## src/rtl/tcdm_arb_pkg.sv

```systemverilog
// Shared types and constants for the TCDM round-robin arbiter.
// id_t is sized for the largest supported requester count so every block agrees on its width.
package tcdm_arb_pkg;
  localparam int NB_IN_MAX = 16;
  localparam int ID_W      = $clog2(NB_IN_MAX);
  localparam int CNT_W     = 32;

  typedef logic [ID_W-1:0] id_t;

  // Round-robin successor of index w among nb requesters.
  function automatic id_t rr_next(id_t w, int nb);
    return (int'(w) == nb - 1) ? '0 : w + 1'b1;
  endfunction
endpackage

```

## src/rtl/tcdm_rr_arbiter_if.sv

```systemverilog
// Requester-side and memory-side bus of the TCDM arbiter in one bundle.
// Handshake: a request is accepted on a cycle where out_req_o & out_gnt_i; each accepted request
// gets exactly one out_r_valid_i, in order, at least one cycle later (reads and writes alike).
interface tcdm_rr_arbiter_if #(
  parameter int NB_IN = 4,
  parameter int AW    = 32,
  parameter int DW    = 32
);
  localparam int BW = DW / 8;

  logic [NB_IN-1:0]          in_req_i;
  logic [NB_IN-1:0]          in_gnt_o;
  logic [NB_IN-1:0][AW-1:0]  in_add_i;
  logic [NB_IN-1:0]          in_wen_i;
  logic [NB_IN-1:0][BW-1:0]  in_be_i;
  logic [NB_IN-1:0][DW-1:0]  in_data_i;
  logic [NB_IN-1:0][DW-1:0]  in_r_data_o;
  logic [NB_IN-1:0]          in_r_valid_o;

  logic                      out_req_o;
  logic                      out_gnt_i;
  logic [AW-1:0]             out_add_o;
  logic                      out_wen_o;
  logic [BW-1:0]             out_be_o;
  logic [DW-1:0]             out_data_o;
  logic [DW-1:0]             out_r_data_i;
  logic                      out_r_valid_i;

  // Arbiter view.
  modport slave (
    input  in_req_i, in_add_i, in_wen_i, in_be_i, in_data_i,
    input  out_gnt_i, out_r_data_i, out_r_valid_i,
    output in_gnt_o, in_r_data_o, in_r_valid_o,
    output out_req_o, out_add_o, out_wen_o, out_be_o, out_data_o
  );

  // Environment view: requesters plus memory.
  modport master (
    output in_req_i, in_add_i, in_wen_i, in_be_i, in_data_i,
    output out_gnt_i, out_r_data_i, out_r_valid_i,
    input  in_gnt_o, in_r_data_o, in_r_valid_o,
    input  out_req_o, out_add_o, out_wen_o, out_be_o, out_data_o
  );
endinterface

```

## src/rtl/tcdm_arb_id_fifo.sv

```systemverilog
// In-order FIFO of requester IDs awaiting a memory response; flop storage, no fall-through.
// A push is refused whenever the FIFO is full, even if a pop happens in the same cycle.
module tcdm_arb_id_fifo
  import tcdm_arb_pkg::*;
#(
  parameter int DEPTH = 2
) (
  input  logic clk_i,
  input  logic rst_ni,
  input  logic clear_i,
  input  logic push_i,
  input  logic pop_i,
  input  id_t  data_i,
  output id_t  data_o,
  output logic full_o,
  output logic empty_o
);
  localparam int PW = (DEPTH > 1) ? $clog2(DEPTH) : 1;
  localparam int CW = $clog2(DEPTH + 1);
  localparam logic [PW-1:0] PTR_LAST = PW'(DEPTH - 1);
  localparam logic [CW-1:0] CNT_FULL = CW'(DEPTH);

  id_t           mem_q [DEPTH];
  logic [PW-1:0] wptr_q, rptr_q;
  logic [CW-1:0] cnt_q;
  logic          do_push, do_pop;

  assign full_o  = (cnt_q == CNT_FULL);
  assign empty_o = (cnt_q == '0);
  assign do_push = push_i & ~full_o;
  assign do_pop  = pop_i & ~empty_o;

  always_ff @(posedge clk_i or negedge rst_ni) begin
    if (!rst_ni) begin
      wptr_q <= '0;
      rptr_q <= '0;
      cnt_q  <= '0;
    end else if (clear_i) begin
      wptr_q <= '0;
      rptr_q <= '0;
      cnt_q  <= '0;
    end else begin
      if (do_push) wptr_q <= (wptr_q == PTR_LAST) ? '0 : wptr_q + 1'b1;
      if (do_pop)  rptr_q <= (rptr_q == PTR_LAST) ? '0 : rptr_q + 1'b1;
      cnt_q <= cnt_q + CW'(do_push) - CW'(do_pop);
    end
  end

  always_ff @(posedge clk_i) begin
    for (int i = 0; i < DEPTH; i++) begin
      if (do_push && !clear_i && wptr_q == PW'(i)) mem_q[i] <= data_i;
    end
  end

  always_comb begin
    data_o = '0;
    for (int i = 0; i < DEPTH; i++) begin
      if (rptr_q == PW'(i)) data_o = mem_q[i];
    end
  end
endmodule

```

## src/rtl/tcdm_rr_arbiter.sv

```systemverilog
// Round-robin N:1 TCDM arbiter with in-order response routing through an ID FIFO.
// Define TCDM_ARB_PERF_CNT_EN to build the saturating grant/stall counters; otherwise they read 0.
module tcdm_rr_arbiter
  import tcdm_arb_pkg::*;
#(
  parameter int NB_IN    = 4,
  parameter int AW       = 32,
  parameter int DW       = 32,
  parameter int ID_DEPTH = 2
) (
  input  logic             clk_i,
  input  logic             rst_ni,
  input  logic             clear_i,
  tcdm_rr_arbiter_if.slave bus,
  output logic             err_o,
  output logic [CNT_W-1:0] cnt_gnt_o,
  output logic [CNT_W-1:0] cnt_stall_o
);
  id_t  rr_q, winner, head;
  logic found, any_req, hs, pop, fifo_full, fifo_empty, err_q;

  // Search upward from rr_q first, then wrap to the lowest requesting index.
  always_comb begin
    winner = '0;
    found  = 1'b0;
    for (int j = 0; j < NB_IN; j++) begin
      if (!found && bus.in_req_i[j] && id_t'(j) >= rr_q) begin
        winner = id_t'(j);
        found  = 1'b1;
      end
    end
    for (int j = 0; j < NB_IN; j++) begin
      if (!found && bus.in_req_i[j]) begin
        winner = id_t'(j);
        found  = 1'b1;
      end
    end
  end

  // Reset gating matters: an empty FIFO does not suppress requests on its own.
  assign any_req       = |bus.in_req_i;
  assign bus.out_req_o = rst_ni & any_req & ~fifo_full;
  assign hs            = bus.out_req_o & bus.out_gnt_i;
  assign pop           = bus.out_r_valid_i & ~fifo_empty;

  always_comb begin
    bus.out_add_o  = '0;
    bus.out_wen_o  = 1'b0;
    bus.out_be_o   = '0;
    bus.out_data_o = '0;
    bus.in_gnt_o   = '0;
    if (bus.out_req_o) begin
      for (int j = 0; j < NB_IN; j++) begin
        if (winner == id_t'(j)) begin
          bus.out_add_o  = bus.in_add_i[j];
          bus.out_wen_o  = bus.in_wen_i[j];
          bus.out_be_o   = bus.in_be_i[j];
          bus.out_data_o = bus.in_data_i[j];
          bus.in_gnt_o[j] = bus.out_gnt_i;
        end
      end
    end
  end

  always_comb begin
    bus.in_r_valid_o = '0;
    bus.in_r_data_o  = '0;
    if (pop) begin
      for (int j = 0; j < NB_IN; j++) begin
        if (head == id_t'(j)) begin
          bus.in_r_valid_o[j] = 1'b1;
          bus.in_r_data_o[j]  = bus.out_r_data_i;
        end
      end
    end
  end

  tcdm_arb_id_fifo #(
    .DEPTH (ID_DEPTH)
  ) u_id_fifo (
    .clk_i   (clk_i),
    .rst_ni  (rst_ni),
    .clear_i (clear_i),
    .push_i  (hs),
    .pop_i   (pop),
    .data_i  (winner),
    .data_o  (head),
    .full_o  (fifo_full),
    .empty_o (fifo_empty)
  );

  always_ff @(posedge clk_i or negedge rst_ni) begin
    if (!rst_ni) begin
      rr_q  <= '0;
      err_q <= 1'b0;
    end else if (clear_i) begin
      rr_q  <= '0;
      err_q <= 1'b0;
    end else begin
      if (hs) rr_q <= rr_next(winner, NB_IN);
      if (bus.out_r_valid_i && fifo_empty) err_q <= 1'b1;
    end
  end

  assign err_o = err_q;

`ifdef TCDM_ARB_PERF_CNT_EN
  logic [CNT_W-1:0] cnt_gnt_q, cnt_stall_q;
  logic             stall;

  assign stall = any_req & ~|bus.in_gnt_o;

  always_ff @(posedge clk_i or negedge rst_ni) begin
    if (!rst_ni) begin
      cnt_gnt_q   <= '0;
      cnt_stall_q <= '0;
    end else if (clear_i) begin
      cnt_gnt_q   <= '0;
      cnt_stall_q <= '0;
    end else begin
      if (hs && cnt_gnt_q != '1)      cnt_gnt_q   <= cnt_gnt_q + 1'b1;
      if (stall && cnt_stall_q != '1) cnt_stall_q <= cnt_stall_q + 1'b1;
    end
  end

  assign cnt_gnt_o   = cnt_gnt_q;
  assign cnt_stall_o = cnt_stall_q;
`else
  assign cnt_gnt_o   = '0;
  assign cnt_stall_o = '0;
`endif
endmodule

```

## src/flat_wrapper.sv

```systemverilog
// flat-port wrapper written by rule: the top's interface ports become plain ports
module tcdm_rr_arbiter_flat import tcdm_arb_pkg::*;
#(
  parameter int NB_IN    = 4,
  parameter int AW       = 32,
  parameter int DW       = 32,
  parameter int ID_DEPTH = 2
)
  (clk_i, rst_ni, clear_i, err_o, cnt_gnt_o, cnt_stall_o, bus_in_req_i, bus_in_add_i, bus_in_wen_i, bus_in_be_i, bus_in_data_i, bus_out_gnt_i, bus_out_r_data_i, bus_out_r_valid_i, bus_in_gnt_o, bus_in_r_data_o, bus_in_r_valid_o, bus_out_req_o, bus_out_add_o, bus_out_wen_o, bus_out_be_o, bus_out_data_o);
  tcdm_rr_arbiter_if #(.NB_IN(NB_IN), .AW(AW), .DW(DW)) bus_i ();
  input  logic clk_i;
  input  logic rst_ni;
  input  logic clear_i;
  output logic err_o;
  output logic [CNT_W-1:0] cnt_gnt_o;
  output logic [CNT_W-1:0] cnt_stall_o;
  input wire logic [$bits(bus_i.in_req_i)-1:0] bus_in_req_i;
  input wire logic [$bits(bus_i.in_add_i)-1:0] bus_in_add_i;
  input wire logic [$bits(bus_i.in_wen_i)-1:0] bus_in_wen_i;
  input wire logic [$bits(bus_i.in_be_i)-1:0] bus_in_be_i;
  input wire logic [$bits(bus_i.in_data_i)-1:0] bus_in_data_i;
  input wire logic [$bits(bus_i.out_gnt_i)-1:0] bus_out_gnt_i;
  input wire logic [$bits(bus_i.out_r_data_i)-1:0] bus_out_r_data_i;
  input wire logic [$bits(bus_i.out_r_valid_i)-1:0] bus_out_r_valid_i;
  output wire logic [$bits(bus_i.in_gnt_o)-1:0] bus_in_gnt_o;
  output wire logic [$bits(bus_i.in_r_data_o)-1:0] bus_in_r_data_o;
  output wire logic [$bits(bus_i.in_r_valid_o)-1:0] bus_in_r_valid_o;
  output wire logic [$bits(bus_i.out_req_o)-1:0] bus_out_req_o;
  output wire logic [$bits(bus_i.out_add_o)-1:0] bus_out_add_o;
  output wire logic [$bits(bus_i.out_wen_o)-1:0] bus_out_wen_o;
  output wire logic [$bits(bus_i.out_be_o)-1:0] bus_out_be_o;
  output wire logic [$bits(bus_i.out_data_o)-1:0] bus_out_data_o;
  assign bus_i.in_req_i = bus_in_req_i;
  assign bus_i.in_add_i = bus_in_add_i;
  assign bus_i.in_wen_i = bus_in_wen_i;
  assign bus_i.in_be_i = bus_in_be_i;
  assign bus_i.in_data_i = bus_in_data_i;
  assign bus_i.out_gnt_i = bus_out_gnt_i;
  assign bus_i.out_r_data_i = bus_out_r_data_i;
  assign bus_i.out_r_valid_i = bus_out_r_valid_i;
  assign bus_in_gnt_o = bus_i.in_gnt_o;
  assign bus_in_r_data_o = bus_i.in_r_data_o;
  assign bus_in_r_valid_o = bus_i.in_r_valid_o;
  assign bus_out_req_o = bus_i.out_req_o;
  assign bus_out_add_o = bus_i.out_add_o;
  assign bus_out_wen_o = bus_i.out_wen_o;
  assign bus_out_be_o = bus_i.out_be_o;
  assign bus_out_data_o = bus_i.out_data_o;
  tcdm_rr_arbiter #(.NB_IN(NB_IN), .AW(AW), .DW(DW), .ID_DEPTH(ID_DEPTH)) u_core (.clk_i(clk_i), .rst_ni(rst_ni), .clear_i(clear_i), .bus(bus_i), .err_o(err_o), .cnt_gnt_o(cnt_gnt_o), .cnt_stall_o(cnt_stall_o));
endmodule
```

## config.mk

```make
export PLATFORM = sky130hd
export DESIGN_NAME = tcdm_rr_arbiter_flat
export DESIGN_NICKNAME = d
export VERILOG_FILES = /design/src/rtl/tcdm_arb_pkg.sv /design/src/rtl/tcdm_rr_arbiter_if.sv /design/src/rtl/tcdm_arb_id_fifo.sv /design/src/rtl/tcdm_rr_arbiter.sv /design/src/flat_wrapper.sv
export SDC_FILE = /design/constraint.sdc
export NUM_CORES = 1
export LEC_CHECK = 0
export CAP_MARGIN = 20
export CORE_AREA = 2 2 226 228
export DETAILED_ROUTE_END_ITERATION = 8
export DIE_AREA = 0 0 228 230
export GPL_ROUTABILITY_DRIVEN = 0
export GPL_TIMING_DRIVEN = 0
export PLACE_DENSITY = 0.48
export SETUP_SLACK_MARGIN = 0.5
export SLEW_MARGIN = 30
export SYNTH_ARGS = -nofsm -noshare
export SYNTH_HDL_FRONTEND = slang
export SYNTH_HIERARCHICAL = 1
export SYNTH_SLANG_ARGS = --single-unit
```

## constraint.sdc

```tcl
create_clock -name clk_i -period 8.49 [get_ports clk_i]
set_input_delay 1.698 -clock clk_i [delete_from_list [all_inputs] [get_ports clk_i]]
set_output_delay 1.698 -clock clk_i [all_outputs]
set_load 0.01 [all_outputs]
```

; ---- Yosys cells after proc, flatten, opt, wreduce, memory -nomap -nowiden
; Memory sizes are Yosys's and may differ from the RTL's.
; Cells that the tools add are included.
[totals]
register_bits = 9
mem_count = 1
word_cells = 133
ram_bits = 8
[memory_table]
columns = memory, depth, word_bits, rd, rd_ports_with_merged_regs, wr, line_no
row1 = u_core.u_id_fifo.mem_q, 2, 4, 2, 0, 1, tcdm_arb_id_fifo.sv:23  ; id_t mem_q [DEPTH];
[classes]
eq_ne = 8
addsub = 5
reduce_logical = 32
muxes = 69
n_lt_le_gt_ge = 4
bitwise = 9
[op_table]
columns = op, n
row1 = $mux 32, 14
row2 = $mux 128, 1
row3 = $mux 4, 18
row4 = $mux 1, 35
row5 = $eq 4x2->1 const B, 4
row6 = $logic_and 1x1->1, 15
row7 = $eq 4x1->1 const B, 2
row8 = $ge 1x4->1 const A, 2
row9 = $ge 2x4->1 const A, 2
row10 = $logic_not 1->1, 8
row11 = $logic_not 4->1, 2
row12 = $reduce_bool 2->1, 4
row13 = $reduce_or 4->1, 2
row14 = $and 1x1->1, 6
row15 = $add 4x1->4 const B, 1
row16 = $eq 4x3->1 const B, 1
row17 = $not 1->1, 3
row18 = $add 1x1->1 const B, 2
row19 = $add 2x1->2, 1
row20 = $eq 2x2->1 const B, 1
row21 = $logic_not 2->1, 1
row22 = $mux 2, 1
row23 = $sub 2x1->2, 1

; ---- Depth between registers and ports, before layout
; Gate-level depths: netlist of the first run.
[logic_depth]
ltp_word = 33
ltp_mapped = 12
ltp_nobuf = 11

; ---- By module
; The synthesis of the first run kept the hierarchy.
[modules_own_cells]
columns = module, instances, cells_per_inst, area_each_um2, seq_area_each_um2
row1 = tcdm_rr_arbiter, 1, 685, 4116.4, 75.1
row2 = tcdm_arb_id_fifo, 1, 35, 535.5, 340.3

; ---- Least setup slack after synthesis of the first run
; OpenSTA, ideal clock, no wires.
[synth_timing]
kind = in2out
start = input port bus_in_req_i[2]
end = output port bus_out_add_o[22]
cell_stages = 9
required_time_ps = 6792
n_path_buf = 2
setup_slack_ps = 3291
t_arrival_ps = 3501
path_cell_list = mux2i_1 > nor2_1 > nor3_1 > ha_1 > buf_2 > clkbuf_1 > a221oi_1 > a211o_1 > a21oi_1
[synth_between]
elab_chain_len = 25
elab_cells_between_ends = 36
[synth_rtl]
columns = item, line_no
row1 = start: declaration, flat_wrapper.sv:17  ; input wire logic [$bits(bus_i.in_req_i)-1:0] bus_in_req_i;
row2 = $logic_and 1x1->1 (2 in series), tcdm_rr_arbiter.sv:27  ; if (!found && bus.in_req_i[j] && id_t'(j) >= rr_q) begin
row3 = $mux 1, tcdm_rr_arbiter.sv:27
row4 = $logic_not 1->1, tcdm_rr_arbiter.sv:27
row5 = $logic_and 1x1->1 (2 in series), tcdm_rr_arbiter.sv:27
row6 = $mux 1, tcdm_rr_arbiter.sv:27
row7 = $logic_not 1->1, tcdm_rr_arbiter.sv:33  ; if (!found && bus.in_req_i[j]) begin
row8 = $logic_and 1x1->1, tcdm_rr_arbiter.sv:33
row9 = $mux 1, tcdm_rr_arbiter.sv:33
row10 = (+6 left out), --
row11 = $logic_not 1->1, tcdm_rr_arbiter.sv:33
row12 = $logic_and 1x1->1, tcdm_rr_arbiter.sv:33
row13 = $mux 4 *, tcdm_rr_arbiter.sv:33
row14 = named net u_core.winner[0], tcdm_rr_arbiter.sv:19  ; id_t rr_q, winner, head;
row15 = $logic_not 4->1, tcdm_rr_arbiter.sv:54  ; if (winner == id_t'(j)) begin
row16 = $mux 32 (3 in series), tcdm_rr_arbiter.sv:54
row17 = $mux 32 *, tcdm_rr_arbiter.sv:54
row18 = $mux 32 *, tcdm_rr_arbiter.sv:52  ; if (bus.out_req_o) begin
row19 = end: declaration, flat_wrapper.sv:29  ; output wire logic [$bits(bus_i.out_add_o)-1:0] bus_out_add_o;
; The timed path passes the listed nets; every way through them passes the cells marked *.

; ---- Worst setup path after layout of the first run
[layout_timing]
start = input port bus_in_req_i[0]
end = output port bus_out_data_o[30]
[layout_between]
elab_chain_len = 32
elab_cells_between_ends = 44
[layout_rtl]
columns = item, line_no
row1 = $logic_and 1x1->1, tcdm_rr_arbiter.sv:27
row2 = $mux 1, tcdm_rr_arbiter.sv:27
row3 = $logic_not 1->1, tcdm_rr_arbiter.sv:27
row4 = $logic_and 1x1->1 (2 in series), tcdm_rr_arbiter.sv:27
row5 = $mux 1, tcdm_rr_arbiter.sv:27
row6 = $logic_not 1->1, tcdm_rr_arbiter.sv:27
row7 = $logic_and 1x1->1 (2 in series), tcdm_rr_arbiter.sv:27
row8 = $mux 1, tcdm_rr_arbiter.sv:27
row9 = (+13 left out), --
row10 = $logic_not 1->1, tcdm_rr_arbiter.sv:33
row11 = $logic_and 1x1->1, tcdm_rr_arbiter.sv:33
row12 = $mux 4 *, tcdm_rr_arbiter.sv:33
row13 = named net u_core.winner[0], tcdm_rr_arbiter.sv:19
row14 = $logic_not 4->1, tcdm_rr_arbiter.sv:54
row15 = $mux 32 (3 in series), tcdm_rr_arbiter.sv:54
row16 = $mux 32 *, tcdm_rr_arbiter.sv:54
row17 = $mux 32 *, tcdm_rr_arbiter.sv:52
row18 = end: declaration, flat_wrapper.sv:32  ; output wire logic [$bits(bus_i.out_data_o)-1:0] bus_out_data_o;
; Marked as above.

==> qor.yml, run 1 <==
outcome:
  status: "finished, final reports clean"
synth:
  syn_inst: 720
  synth_ff_type: "edfxtp_1"
  synth.ff_latch_count: 15
  post_synth.cell_area_avg_um2: 6.46
  netlist_area_mm2: 0.00465
  synthDistinctLibCells: 44
  synth_top_cell_by_area: "and2_1"
  area_fraction_of_the_dominant_cell_type_after_synthesis_pct: 17.2
  yosys-top-cells-area: "and2_1 17%, buf_4 11%, a21oi_1 10%, a211o_1 9.6%, a221oi_1 9.6%"
  async_flop_share_pct: 46.7
  synth-warning-count: 6
  synth_enable_flop_cells: 8
  yosysSeqAreaShare_pct: 8.93
flow_run:
  drv_cap: 0
setup_path:
  critPathKind: "in2out"
  cp-end-kind: "primary output"
  worstReg2RegEnd: "u_core/u_id_fifo/cnt_q[1]$_DFF_PN0_"
  slowest_stage: "clkdlybuf4s15_1"
  reg2reg_depth: 12
  path_cells: "clkdlybuf4s50_1, mux2i_1, nor2_1, nor3_2, ha_1, clkbuf_1, clkdlybuf4s15_1, nand2_1, a21oi_1, clkdlybuf4s50_1"
  setup.worst_path.start_class: "primary input"
  reg2reg_from: "u_core/u_id_fifo/cnt_q[1]$_DFF_PN0_"
  r2r_setup_slack_ns: 5.95
  most_frequent_cell_on_the_critical_path: "clkdlybuf4s50_1"
  critical_path_arrival_ns: 5.79
  slowest_delay_ns: 0.83
  timing.critical_path.fanout_max: 10
  worst_ep_required_time_ns: 6.79
final_layout:
  ant_cells: 0
  layout.cells.most_common_list: "523 x clkdlybuf4s50_1, 128 x and2_1, 93 x a21oi_1, 73 x inv_1, 71 x nand2_1"
  footprint_of_the_multi_input_gates_mm2: 0.00342
  layout-area-overhead-vs-synth_pct: 138
  final_nets: 1638
  final.fill_count: 5683
  final_core_utilization_pct: 22.2
  final-seq-area_um2: 415
  layout_commonest_cell: "clkdlybuf4s50_1"
  layout-drive-gt1-share_pct: 8.45
drt:
  routed-via-count: 7379
  detail_route.wl_per_cell_um: 18.5
  finalWirelength_um: 36700
  route.detailed.vias_per_inst: 3.72
  antenna_left: 0
  drc_violation_count_after_routing: 0
  drt_iter0_drc: 287
  drt_pass1_iterations: 5
pwr:
  pwr_density_cell_mw_per_mm2: 78.4
  p_leak_nw: 4.48
  power.ir.vdd_worst_uv: 50.4
sta:
  final-max-slew-violation-count: 0
  setup-violations-final: 0
  finalHoldViolations: 0
  timing.setup.tns_ns: 0
  fin_crit_ns: 7.49
  final_min_period_over_clock_period_pct: 88.2
  finalClockSkew_ns: 0.00174
  worst_pin_slew_ns: 0.831
  max_freq_ghz: 0.134
  grt_setup_unrepaired: "false"
  worst_case_headroom_to_the_max_slew_limit_pct: 44.6
hold_path:
  min_delay_worst_endpoint: "u_core/err_o$_DFFE_PN0P_"
  timing.hold.worst_path_depth: 2
  worst_hold_startpoint: "u_core/err_o$_DFFE_PN0P_"
  worst_hold_path_type: "reg2reg"
grt:
  overall_fraction_of_global_route_tracks_in_use_pct: 13.0
  wire_length_of_the_first_global_routing_pass_um: 51000
  grt_remaining_overflow: 0
  antenna_found_initial: 7
  grt_start_max_net_pins: 11
  first_global_vias: 7600
placement:
  detailedPlacementHpwl_um: 31700
  port_buffers: 523
clock_tree:
  cts.root.buffer_cell: "clkbuf_16"
  postCtsSetupBuffers: 0
  cts-buffers-inserted: 3
  cts_tree: "yes"
  clock_tree.htree_level_count: 1
  worst_setup_hold_path_clk_slew_ns: 0.05
  clock_insertion_delay_worst_skew_ns: 0.25
  cts_num_sinks: 15
  ctsLongestPathBuffers: 2
floorplan:
  floorplan.die_area_mm2: 0.0524
  core-area_mm2: 0.0499
  initial_cell_density_of_the_core_pct: 9.33
  fp.dieH_um: 230
  rows: 82
  chipWidth_um: 228
  io_pins: 588
[kinds of logic after synthesis]
family | after synthesis | share of synthesized area [%]
other | 1 | 0.0806
flip-flops | 15 | 8.93
multiplexers | 6 | 1.51
XOR/XNOR | 2 | 0.377
AND/OR/NAND/NOR | 248 | 29.4
adder cells (fa/ha/maj) | 6 | 1.61
buffers and inverters | 206 | 23.2
AO/OA/AOI/OAI | 236 | 34.9
[cells in the mapped netlist (2+ instances only)]
| master | instances |
|---|---|
| a21oi_1 | 93 |
| clkbuf_1 | 44 |
| buf_6 | 3 |
| inv_1 | 73 |
| buf_2 | 12 |
| a22oi_1 | 18 |
| and2_1 | 128 |
| and3_1 | 5 |
| nand2_1 | 71 |
| o21ai_0 | 18 |
| ha_1 | 6 |
| a211o_1 | 51 |
| nor2_1 | 20 |
| nor2_2 | 6 |
| edfxtp_1 | 8 |
| nor2b_1 | 4 |
| clkbuf_2 | 2 |
| a221oi_1 | 51 |
| nor3_1 | 3 |
| buf_1 | 2 |
| a211oi_1 | 2 |
| mux2_2 | 4 |
| dfrtp_1 | 7 |
| buf_4 | 69 |
[metrics by stage]
| stage | area, µm² | cells | setup slack (ns) | power, mW | hold WS, ns |
|---|---|---|---|---|---|
| global route | 11100 | 1986 | 0.618 | 0.925 | 0.565 |
| global placement | 11000 | 1982 | 0.552 | 0.774 | 0.493 |
| finish | 11100 | 1986 | 1.00 | 0.868 | 0.503 |
| floorplan | 4900 | 787 | 3.29 | 0.396 | 0.526 |
| CTS | 11100 | 1986 | 0.541 | 0.876 | 0.514 |
| detailed placement | 11000 | 1982 | 0.561 | 0.776 | 0.499 |
[where the power goes]
part           leakage, nW  switching [mW]  internal, mW
Clock               0.0371          0.0310        0.0635
Combinational         4.27           0.328         0.359
Sequential           0.167         0.00419        0.0820
[sequential cells by signal, summed over array words and instances, names as in the netlist]
signal                   flops
u_core/rr_q                  2
u_core/err_o                 1
u_core/u_id_fifo/mem_q       8
u_core/u_id_fifo/cnt_q       2
u_core/u_id_fifo/rptr_q      1
u_core/u_id_fifo/wptr_q      1
[cell type report]
class / count / share of cell area [%]
well taps: 672 / 7.59
clock inverters: 1 / 0.0678
plain buffers: 132 / 7.24
inverters: 74 / 2.55
multi-input cells: 566 / 30.8
clock buffers: 3 / 0.678
flip-flops and latches: 15 / 3.75
repair buffers: 523 / 47.3
[what timing repair did]
item	in CTS	in global routing
endpoints found under the setup margin	0	2
gates resized for setup	0	3
hold buffers	0	0
[critical path, delay by kind of cell]
kind            cells  cell delay, ns
simple gates        3            0.60
compound gates      1            0.28
mux                 1            0.17
buf+inv             4            2.66
fa+ha+maj           1            0.36
[how the worst max path moves through the flow]
| stage | from | endpoint | slack, ns | cells past startpoint |
|---|---|---|---|---|
| 2_1_floorplan | bus_in_req_i[2] | bus_out_add_o[22] | 3.29 | 9 |
| 3_3_place_gp | bus_in_req_i[0] | bus_out_data_o[30] | 0.55 | 10 |
| 3_5_place_dp | bus_in_req_i[0] | bus_out_data_o[30] | 0.56 | 10 |
| 4_1_cts | bus_in_req_i[0] | bus_out_data_o[30] | 0.54 | 10 |
| 5_1_grt | bus_in_req_i[0] | bus_out_data_o[30] | 0.62 | 10 |
| 6_report | bus_in_req_i[0] | bus_out_data_o[30] | 1.00 | 10 |
[layer usage]
metal | track usage, % | part of all wire (%)
met1 | 14.0 | 38
met2 | 25.5 | 52
met3 | 2.48 | 7.5
met4 | 3.55 | 2.7
met5 | 0 | 0.055
No activity file was read; power rests on OpenSTA's default activity.
==> run 2: changes to the inputs <==
- GPL_TIMING_DRIVEN: 0 -> unset
- MAX_ROUTING_LAYER: unset -> met4
==> qor.yml, run 2 (synthesis gave the netlist of run 1 again) <==
outcome:
  status: "finished, final reports clean"
setup_path:
  critPathKind: "in2out"
  setup.worst_path.start_class: "primary input"
  timing.critical_path.fanout_max: 32  # +22
  slowest_delay_ns: 0.74  # -0.09 ns
  worst_ep_required_time_ns: 6.79  # about the same
  r2r_setup_slack_ns: 5.71  # -0.24 ns
  path_cells: "clkdlybuf4s50_1, a21oi_1, o21a_1, o22a_1, inv_1, ha_4, nor2b_4, buf_4, a221oi_1, a211o_1, a21oi_1, clkdlybuf4s50_1"
  critical_path_arrival_ns: 5.63  # -0.16 ns
  slowest_stage: "nor2b_4"
  worstReg2RegEnd: "u_core/u_id_fifo/cnt_q[1]$_DFF_PN0_"
  cp-end-kind: "primary output"
  reg2reg_from: "u_core/u_id_fifo/cnt_q[1]$_DFF_PN0_"
  reg2reg_depth: 11  # -1
  worst_setup_path_startpoint: "bus_in_req_i[0]"
hold_path:
  min_delay_worst_endpoint: "u_core/err_o$_DFFE_PN0P_"
  worst_hold_startpoint: "u_core/err_o$_DFFE_PN0P_"
  worst_hold_path_type: "reg2reg"
  timing.hold.worst_path_depth: 2  # unchanged
drt:
  drt_iter0_drc: 260  # -9.4%
  routed-via-count: 6735  # -8.7%
  drt_pass1_iterations: 4  # -1
  drc_violation_count_after_routing: 0  # unchanged
  detail_route.wl_per_cell_um: 16.6  # -9.9%
  finalWirelength_um: 31100  # -15%
  route.detailed.vias_per_inst: 3.60  # -3.0%
  antenna_left: 0  # unchanged
placement:
  port_buffers: 523  # unchanged
  detailedPlacementHpwl_um: 26300  # -17%
  placed_cell_area_mm2: 0.0104  # -5.6%
  dpl.cell_count: 1863  # -6.0%
grt:
  overall_fraction_of_global_route_tracks_in_use_pct: 11.2  # -1.8 points
  first_global_vias: 6823  # -10%
  grt_remaining_overflow: 0  # unchanged
  wire_length_of_the_first_global_routing_pass_um: 43500  # -15%
  grt_start_max_net_pins: 66  # +55
  antenna_found_initial: 7  # unchanged
clock_tree:
  clock_tree.htree_level_count: 1  # unchanged
  ctsHoldBuffers: 0  # unchanged
  cts.repair.resized: 0  # unchanged
  postCtsSetupBuffers: 0  # unchanged
  cts.root.buffer_cell: "clkbuf_16"
  clock_insertion_delay_worst_skew_ns: 0.25  # about the same
  cts_num_sinks: 15  # unchanged
  worst_setup_hold_path_clk_slew_ns: 0.06  # about the same
  cts_tree: "yes"
  cts-buffers-inserted: 3  # unchanged
  ctsLongestPathBuffers: 2  # unchanged
final_layout:
  layout-drive-gt1-share_pct: 3.60  # -4.8 points
  final_nets: 1519  # -7.3%
  layout.cells.most_common_list: "523 x clkdlybuf4s50_1, 128 x and2_1, 93 x a21oi_1, 73 x inv_1, 71 x nand2_1"
  final.fill_count: 5664  # -0.33%
  max_ffs_per_register: 8  # unchanged
  final-seq-area_um2: 415  # unchanged
  footprint_of_the_multi_input_gates_mm2: 0.00347  # +1.5%
  top_register: "u_core/u_id_fifo/mem_q"
  final_cell_count_no_fill: 1869  # -5.9%
  layout_commonest_cell: "clkdlybuf4s50_1"
  top_regs: "u_core/u_id_fifo/mem_q (8), u_core/rr_q (2), u_core/u_id_fifo/cnt_q (2)"
  final_cell_area_mm2: 0.0105  # -5.6%
  layout-area-overhead-vs-synth_pct: 125
floorplan:
  io_pins: 588  # unchanged
  chipWidth_um: 228  # unchanged
  floorplan.die_area_mm2: 0.0524  # unchanged
  initial_cell_density_of_the_core_pct: 9.33  # unchanged
  rows: 82  # unchanged
  fp.dieH_um: 230  # unchanged
  core-area_mm2: 0.0499  # unchanged
flow_run:
  drv_cap: 0  # unchanged
sta:
  worst_pin_slew_ns: 0.893  # +0.0619 ns
  final-max-slew-violation-count: 0  # unchanged
  fin_crit_ns: 7.33  # -0.159 ns
  max_freq_ghz: 0.136  # +2.2%
  finalClockSkew_ns: 0.00909  # +0.00735 ns
  setup-violations-final: 0  # unchanged
  grt_setup_unrepaired: "false"
  final_min_period_over_clock_period_pct: 86.3  # -1.9 points
  timing.setup.tns_ns: 0  # unchanged
  worst_case_headroom_to_the_max_slew_limit_pct: 40.3  # -4.3 points
  finalHoldViolations: 0  # unchanged
pwr:
  power_total_uw: 809  # -6.7%
  power.ir.vdd_worst_uv: 56.1  # +11%
  pwr_density_cell_mw_per_mm2: 77.4  # -1.2%
  p_leak_nw: 4.03  # -10%
## run 2: cell count changes in the layout (fill, tap and decap cells not counted), sizes merged
cell           previous run  this run
buf                      86        13
clkbuf                   48         3
clkdlybuf4s15             1         0
diode                     0         2
## run 2: cell type report
| class | count | area share, % |
|---|---|---|
| flip-flops and latches | 15 | 3.98 |
| multi-input cells | 566 | 33.2 |
| diodes | 2 | 0.0479 |
| well taps | 672 | 8.05 |
| repair buffers | 536 | 51.3 |
| clock buffers | 3 | 0.718 |
| inverters | 74 | 2.71 |
| clock inverters | 1 | 0.0718 |
## run 2: worst max path at each step
stage,end,cells past startpoint,slack (ns)
after floorplan,bus_out_add_o[22],9,3.29
after global placement,bus_out_add_o[26],12,1.02
after detailed placement,bus_out_data_o[29],12,1.03
after CTS,bus_out_data_o[29],12,1.02
after global routing,bus_out_data_o[25],12,0.85
final,bus_out_add_o[4],12,1.16
## run 2: stage by stage
stage                     util (%)  hold slack (ns)  worst slack [ns]
after floorplan                  -            0.526              3.29
after global placement        20.8            0.490              1.02
after global routing          21.0            0.537             0.847
after detailed placement      20.8            0.497              1.03
final                         21.0            0.516              1.16
after CTS                     20.9            0.512              1.02
## run 2: report_power, final
| group | switching [mW] | leakage, nW | total [mW] | internal (mW) |
|---|---|---|---|---|
| clock network | 0.0340 | 0.0371 | 0.0975 | 0.0636 |
| registers | 0.00452 | 0.167 | 0.0865 | 0.0820 |
| logic | 0.289 | 3.82 | 0.625 | 0.336 |
| total | 0.328 | 4.03 | 0.809 | 0.482 |
## run 2: worst max-delay path, delay by kind of cell
kind,cells,cell delay (ns)
buf+inv,4,1.61
fa+ha+maj,1,0.33
simple gates,1,0.74
compound gates,6,1.22
## run 2: per-layer routing
metal / track usage (%) / vias up / part of all wire, %
met3: 1.87 / 30 / 6.4
met5: - / - / 0
met1: 11.9 / 3028 / 39
li1: - / 3291 / -
met2: 21.5 / 386 / 53
met4: 2.51 / 0 / 2.2
